### src/rtl/uart_rx_word.sv
// Oversampling UART receiver: deserialises one frame per start edge into a
// parallel word, with majority-vote bit decisions and parity/framing status.
module uart_rx_word #(
   parameter int DATA_BITS  = 8,
   parameter int OVERSAMPLE = 16,
   parameter int PARITY_EN  = 0,
   parameter int PARITY_ODD = 0,
   parameter int STOP_BITS  = 1
) (
   input  logic                 clk,
   input  logic                 rst,
   input  logic                 baud_tick,
   input  logic                 rx,
   output logic [DATA_BITS-1:0] data_out,
   output logic                 data_valid,
   output logic                 parity_err,
   output logic                 frame_err,
   output logic                 busy
);

   localparam int TW = $clog2(OVERSAMPLE);
   localparam int IW = $clog2(DATA_BITS);
   localparam logic [TW-1:0] TC_LAST = TW'(OVERSAMPLE - 1);
   localparam logic [TW-1:0] TC_LO   = TW'(OVERSAMPLE / 2 - 1);
   localparam logic [TW-1:0] TC_MID  = TW'(OVERSAMPLE / 2);
   localparam logic [TW-1:0] TC_HI   = TW'(OVERSAMPLE / 2 + 1);
   localparam logic [IW-1:0] IDX_LAST  = IW'(DATA_BITS - 1);
   localparam logic          PAR_ON    = (PARITY_EN != 0);
   localparam logic          PAR_INV   = (PARITY_ODD != 0);
   localparam logic          SIDX_LAST = (STOP_BITS == 2);

   typedef enum logic [2:0] {IDLE, START, DATA, PARITY, STOP} state_t;

   state_t                 state, state_n;
   logic                   sync1, rxs, rx_prev;
   logic [TW-1:0]          tc, tc_n;
   logic [IW-1:0]          idx, idx_n;
   logic                   sidx, sidx_n;
   logic [DATA_BITS-1:0]   shift, shift_n;
   logic                   perr, perr_n, ferr, ferr_n;
   logic                   s_lo, s_mid;
   logic                   maj, decide, tick_wrap, done;

   // rx is asynchronous; rx_prev is the edge register behind the synchroniser
   always_ff @(posedge clk or posedge rst) begin
      if (rst) begin
         sync1   <= 1'b1;
         rxs     <= 1'b1;
         rx_prev <= 1'b1;
      end else begin
         sync1   <= rx;
         rxs     <= sync1;
         rx_prev <= rxs;
      end
   end

   assign decide    = baud_tick && (tc == TC_HI);
   assign tick_wrap = baud_tick && (tc == TC_LAST);
   assign maj       = (s_lo & s_mid) | (s_lo & rxs) | (s_mid & rxs);
   assign busy      = (state != IDLE);

   always_comb begin
      state_n = state;
      tc_n    = tc;
      idx_n   = idx;
      sidx_n  = sidx;
      shift_n = shift;
      perr_n  = perr;
      ferr_n  = ferr;
      done    = 1'b0;
      if (state != IDLE && baud_tick)
         tc_n = (tc == TC_LAST) ? '0 : tc + 1'b1;
      case (state)
         IDLE: begin
            tc_n = '0;
            if (rx_prev && !rxs) begin
               state_n = START;
               idx_n   = '0;
               sidx_n  = 1'b0;
               shift_n = '0;
               perr_n  = 1'b0;
               ferr_n  = 1'b0;
            end
         end
         START: begin
            if (decide && maj) begin
               state_n = IDLE;
               tc_n    = '0;
            end else if (tick_wrap) begin
               state_n = DATA;
               idx_n   = '0;
            end
         end
         DATA: begin
            // LSB arrives first, so shifting right leaves bit idx at position idx
            if (decide)
               shift_n = {maj, shift[DATA_BITS-1:1]};
            if (tick_wrap) begin
               if (idx == IDX_LAST)
                  state_n = PAR_ON ? PARITY : STOP;
               else
                  idx_n = idx + 1'b1;
            end
         end
         PARITY: begin
            if (decide && (maj != ((^shift) ^ PAR_INV)))
               perr_n = 1'b1;
            if (tick_wrap) begin
               state_n = STOP;
               sidx_n  = 1'b0;
            end
         end
         STOP: begin
            // Leaving at the last decision gives half a bit of margin for the next start edge
            if (decide) begin
               if (!maj)
                  ferr_n = 1'b1;
               if (sidx == SIDX_LAST) begin
                  state_n = IDLE;
                  tc_n    = '0;
                  done    = 1'b1;
               end
            end else if (tick_wrap) begin
               sidx_n = 1'b1;
            end
         end
         default: begin
            state_n = IDLE;
            tc_n    = '0;
         end
      endcase
   end

   always_ff @(posedge clk or posedge rst) begin
      if (rst) begin
         state      <= IDLE;
         tc         <= '0;
         idx        <= '0;
         sidx       <= 1'b0;
         shift      <= '0;
         perr       <= 1'b0;
         ferr       <= 1'b0;
         s_lo       <= 1'b1;
         s_mid      <= 1'b1;
         data_out   <= '0;
         data_valid <= 1'b0;
         parity_err <= 1'b0;
         frame_err  <= 1'b0;
      end else begin
         state      <= state_n;
         tc         <= tc_n;
         idx        <= idx_n;
         sidx       <= sidx_n;
         shift      <= shift_n;
         perr       <= perr_n;
         ferr       <= ferr_n;
         data_valid <= done;
         if (baud_tick && tc == TC_LO)
            s_lo <= rxs;
         if (baud_tick && tc == TC_MID)
            s_mid <= rxs;
         if (done) begin
            data_out   <= shift;
            parity_err <= PAR_ON & perr;
            frame_err  <= ferr_n;
         end
      end
   end

endmodule

### config.mk
export PLATFORM = sky130hd
export DESIGN_NAME = uart_rx_word
export DESIGN_NICKNAME = d
export VERILOG_FILES = /design/src/rtl/uart_rx_word.sv
export SDC_FILE = /design/constraint.sdc
export NUM_CORES = 1
export LEC_CHECK = 0
export ABC_AREA = 1
export CAP_MARGIN = 10
export CORE_UTILIZATION = 55
export DETAILED_ROUTE_END_ITERATION = 8
export DONT_BUFFER_PORTS = 1
export HOLD_SLACK_MARGIN = 0.08
export PLACE_DENSITY = 0.7
export RECOVER_POWER = 50
export SKIP_CTS_REPAIR_TIMING = 1
export SLEW_MARGIN = 10
export SYNTH_ARGS = -nofsm -noshare
export SYNTH_HDL_FRONTEND = slang
export SYNTH_SLANG_ARGS = --single-unit
export TNS_END_PERCENT = 30
### constraint.sdc
create_clock -name clk -period 2.1 [get_ports clk]
set_input_delay 0.21 -clock clk [delete_from_list [all_inputs] [get_ports clk]]
set_output_delay 0.21 -clock clk [all_outputs]
set_load 0.05 [all_outputs]
==> results of run 1 <==
[routing by layer]
metal  vias to the layer above  track usage [%]  part of all wire [%]
li1                        709                -                     -
met1                       681            30.12                    45
met2                        28            34.42                    49
met3                         7            6.374                   3.6
met4                         0            7.823                   1.4
met5                         -                0                     0
[worst register-to-register path, delay by kind of cell, from the launching register on]
kind / cells / cell delay (ns)
AND/OR/NAND/NOR: 6 / 0.89
buffers and inverters: 2 / 0.24
flip-flops: 1 / 0.40
adder cells (fa/ha/maj): 1 / 0.16
[cell usage after synthesis, types with 2 or more instances]
library cell / instances
ha_1: 5
dfstp_2: 5
inv_2: 3
nor2_1: 13
nand3_1: 29
nand3b_1: 2
buf_6: 2
inv_1: 25
o21ai_2: 3
a21oi_1: 2
nor2_4: 2
dfrtp_1: 30
o21ai_1: 2
o21ai_0: 7
nand2_1: 82
[logic make-up (layout without fill, tap and decap cells)]
family | after synthesis | after routing | share of synthesized area [%]
adder cells (fa/ha/maj) | 5 | 5 | 3.514
buffers and inverters | 32 | 41 | 7.870
AND/OR/NAND/NOR | 134 | 134 | 33.31
XOR/XNOR | 1 | 1 | 0.4920
AO/OA/AOI/OAI | 15 | 15 | 5.060
flip-flops | 35 | 35 | 49.54
other | 1 | 1 | 0.2106
[cell usage in the layout, fill, tap and decap left out, types with 3 or more instances in the layout]
cell           netlist  routed
o21ai_0              7       7
nor2_1              13      13
clkbuf_4             0       5
inv_2                3       3
ha_1                 5       5
o21ai_2              3       3
dlygate4sd3_1        0       3
nand3_1             29      29
nand2_1             82      82
inv_1               25      25
dfrtp_1             30      30
dfstp_2              5       4
[cell type report]
type | count | area (um2)
sequential | 35 | 882.1
tap | 44 | 55.05
clock buffer | 7 | 45.04
fill | 287 | 1160
timing repair buffer | 5 | 42.54
multi-input combinational | 156 | 758.2
clock inverter | 1 | 5.005
inverter | 28 | 105.1
[power by group]
part	internal [mW]	switching, mW	leakage, nW
combinational	0.269	0.653	0.543
sequential	0.778	0.0991	0.465
clock	0.130	0.215	0.0293
[worst min path at each step]
| stage | start | end | depth (start not counted) |
|---|---|---|---|
| 6_report | baud_tick | s_mid | 4 |
| 3_3_place_gp | rx | sync1 | 0 |
| 4_1_cts | rst | sidx | 2 |
| 5_1_grt | baud_tick | ferr | 4 |
| 2_1_floorplan | rx | sync1 | 0 |
| 3_5_place_dp | rx | sync1 | 0 |
[through the flow]
stage / util (%) / hold WS, ns
floorplan: - / 0.2145
global placement: 59.47 / 0.2145
detailed placement: 59.47 / 0.2145
CTS: 61.11 / -0.1483
global route: 62.01 / 0.1894
finish: 62.01 / 0.1882
[flip-flops by register name, summed over array words and instances, names as in the netlist]
register and flops:
data_out 8, data_valid 1, ferr 1, frame_err 1
idx 3, rx_prev 1, rxs 1, s_lo 1
s_mid 1, shift 8, sidx 1, state 3
sync1 1, tc 4
==> out/qor.yml, run 1 <==
outcome: "completed"
slew_headroom_pct: 43.66
ant_nets: 0
gp_congestion: 0.8760
cp_common_cell: "nand2_1"
timing.rr.end: "shift[2]"
hold_viol_final: 0
grt_pass1_wl_um: 5713
hpwl_um: 2452
yosysTopAreaCell: "dfrtp_1"
crit_family: "simple AND/OR/NAND/NOR gates"
cts_tree: "built"
drive_above_1_share_pct: 11.21
synth_area_leaders: "dfrtp_1 (42%), nand2_1 (17%), nand3_1 (8.2%), dfstp_2 (7.4%), inv_1 (5.3%)"
die_h_um: 58.90
dieArea_mm2: 0.003469
ir_worst_vdd_mv: 0.6807
dr.pass1.iters: 4
critical_path.max_fanout: 12
syn_area_mm2: 0.001780
worst-path-buf-inv: 2
syn_avg_cell_area_um2: 7.984
nets: 240
crit_start: "tc[1]"
crit_arrival_ns: 2.02
endpoint: "shift[2]"
clk_path_buf_depth: 2
grt_max_degree: 36
cts_buffers: 5
setup-tns-final_ns: 0
power_mw: 2.145
synth-edff-count: 0
area_growth_pct: 6.325
drc: 0
cts_root_buf: "clkbuf_4"
yosysWarnings: 0
clock_latency_ns: 0.34
setup_viol: 0
required_ns: 2.32
routed_via_density: 5.163
grt-ovfl-total: 0
async_reset_ff_share_pct: 100.0
rrSetupSlack_ns: 0.29
synth_top_flop_cell: "dfrtp_1"
placeableCoreArea_mm2: 0.003053
power_leakage_nw: 1.037
core.rowCount: 20
grt_pass1_vias: 1330
synth.distinct_cells: 26
n_antenna_cell: 0
finalInstanceArea_mm2: 0.001893
io_pins: 16
critPathLaunchType: "flip-flop"
rsz0062_at_grt: "no"
worstReg2RegStart: "tc[1]"
cap_viol_max_count: 0
fmax_mhz: 554.0
synth_seq_cells: 35
syn_nets: 232
dpl_cell_area_mm2: 0.001815
min_path_type: "in -> reg"
p_per_area_mw_per_mm2: 1133
clock_sinks: 35
crit_type: "reg -> reg"
endpoint_kind: "flip-flop"
fp.dieW_um: 58.90
vias: 1425
fin_skew_ns: 0.01720
crit_cells: 9
placedCellCount: 265
tightest_slew_ns: 0.8451
worst_slack_ns: 0.2948
synth_cells: 223
drt-total-wl_um: 3376
synth_top_area_share_pct: 42.16
start_util_pct: 58.32
portBuffers: 0
place_ws_ns: 0.3393
synth_seq_area_share_pct: 49.54
antenna_found_initial: 0
cp_slowest_cell: "dfrtp_1"
gr-usage-all-layers_pct: 22.29
period_share_pct: 85.96
drt_iter0_drc: 114
clkTransAtPathRegs_ns: 0.10
min_period_ns: 1.805
htree_levels: 2
maxSlewViolCount: 0
final_cells: 276
wl_per_cell_um: 12.23
reg2reg_depth: 9
crit_chain: "inv_1 -> ha_1 -> nand2_1 -> nor3_1 -> nor2_1 -> nor2_4 -> inv_1 -> nand2_1 -> nand2_1"
critPathMaxStageDelay_ns: 0.40
(Power assumes the default switching activity.)
==> inputs of run 2 (changes only) <==
--- a/config.mk
+++ b/config.mk
@@ -13,6 +13,7 @@
 export HOLD_SLACK_MARGIN = 0.08
 export PLACE_DENSITY = 0.7
 export RECOVER_POWER = 50
+export SETUP_SLACK_MARGIN = 0.3
 export SKIP_CTS_REPAIR_TIMING = 1
 export SLEW_MARGIN = 10
 export SYNTH_ARGS = -nofsm -noshare
==> out/qor.yml, run 2 (synthesis gave the netlist of run 1 again) <==
gr-usage-all-layers_pct: 22.29
nets: 243
routed_via_density: 5.111
cts_buffers: 5
slew_headroom_pct: 43.83
crit_family: "simple AND/OR/NAND/NOR gates"
outcome: "completed"
drt_iter0_drc: 85
dieArea_mm2: 0.003469
crit_chain: "inv_1 -> ha_1 -> nand2_1 -> nor3_2 -> nor2_1 -> nor2_4 -> inv_1 -> nand2_1 -> nand2_1"
grt_max_degree: 36
crit_start: "tc[1]"
power_leakage_nw: 1.056
holdWs_ns: 0.1714
cp_slowest_cell: "dfrtp_1"
met3_length_um: 135
rsz0062_at_grt: "no"
tightest_slew_ns: 0.8426
drc: 0
drive_above_1_share_pct: 12.77
endpoint_kind: "flip-flop"
required_ns: 2.32
htree_levels: 2
grt_pass1_wl_um: 5713
vias: 1426
critPathLaunchType: "flip-flop"
cts_tree: "built"
clock_latency_ns: 0.34
wl_per_cell_um: 12.19
hold_start: "baud_tick"
min_path_type: "in -> reg"
setup-tns-final_ns: 0
grt-ovfl-total: 0
final_common_cell: "nand2_1"
cts_root_buf: "clkbuf_4"
clock_sinks: 35
fmax_mhz: 590.4
io_pins: 16
wl_met1_um: 1530
clkTransAtPathRegs_ns: 0.10
reg.largest.list: "data_out x8, shift x8, tc x4"
start_util_pct: 58.32
core.rowCount: 20
period_share_pct: 80.65
ant_nets: 0
area_growth_pct: 7.871
met2WireLength_um: 1686
hpwl_um: 2452
n_antenna_cell: 0
hold_viol_final: 0
critical_path.max_fanout: 12
drt-total-wl_um: 3400
cp_common_cell: "nand2_1"
antenna_found_initial: 0
setup_viol: 0
dr.pass1.iters: 4
crit_type: "reg -> reg"
fin_skew_ns: 0.01380
portBuffers: 0
gp_congestion: 0.8760
critPathMaxStageDelay_ns: 0.40
crit_arrival_ns: 1.91
final_cells: 279
n_fill_cell: 286
routed.top_layer: "met4"
final_cell_mix: "nand2_1 (82), dfrtp_1 (30), nand3_1 (29)"
clk_path_buf_depth: 2
worstReg2RegStart: "tc[1]"
grt_pass1_vias: 1330
maxSlewViolCount: 0
cap_viol_max_count: 0
placeableCoreArea_mm2: 0.003053
fp.dieW_um: 58.90
worst-path-buf-inv: 2
min_period_ns: 1.694
ir_worst_vdd_mv: 0.6682
p_per_area_mw_per_mm2: 1116
die_h_um: 58.90
placedCellCount: 265
-- run 2: cell count changes in the layout (fill, tap and decap cells not counted) --
cell,before,now
nor3_2,1,2
buf_4,1,4
nor3_1,1,0
-- run 2: tightest hold or removal path, stage by stage --
cell     delay [ns]
nand2_1        0.07
nor3_2         0.06
nand2_1        0.06
o21ai_1        0.07
-- run 2: layout make-up --
type / instances / area (um2) / share of cell area [%]
clock buffers: 7 / 45.04 / 2.345
clock inverters: 1 / 5.005 / 0.2606
inverters: 28 / 105.1 / 5.472
multi-input cells: 156 / 763.2 / 39.74
flip-flops and latches: 35 / 882.1 / 45.93
well taps: 44 / 55.05 / 2.866
repair buffers: 8 / 65.06 / 3.388
-- run 2: stage by stage --
step / power, mW / setup slack, ns / cell area, um2 / utilization [%]
floorplan: 1.631 / 0.4833 / 1780 / -
global placement: 1.762 / 0.4185 / 1815 / 59.47
detailed placement: 1.801 / 0.3393 / 1815 / 59.47
CTS: 2.150 / 0.3046 / 1866 / 61.11
global route: 2.331 / 0.3039 / 1921 / 62.91
finish: 2.144 / 0.4063 / 1921 / 62.91
-- run 2: report_power, final --
part / switching [mW] / internal, mW / total [mW]
combinational: 0.658 / 0.264 / 0.922
clock: 0.215 / 0.130 / 0.345
sequential: 0.0988 / 0.778 / 0.877
total: 0.971 / 1.17 / 2.14
-- run 2: path summary, 6_finish.rpt --
kind | cells after the start | endpoint | slack [ns]
max in group asynchronous | 3 | data_out[7] | 1.00
min reg2reg | 0 | rxs | 0.37
min in group asynchronous | 3 | shift[6] | 0.56
max | 9 | shift[2] | 0.41
min | 4 | ferr | 0.17
max reg2reg | 9 | shift[2] | 0.41
-- run 2: metal layers --
metal,track usage (%),vias to the layer above
met5,0,-
met4,7.823,0
met3,6.374,7
met2,34.42,32
met1,30.12,670
li1,-,717
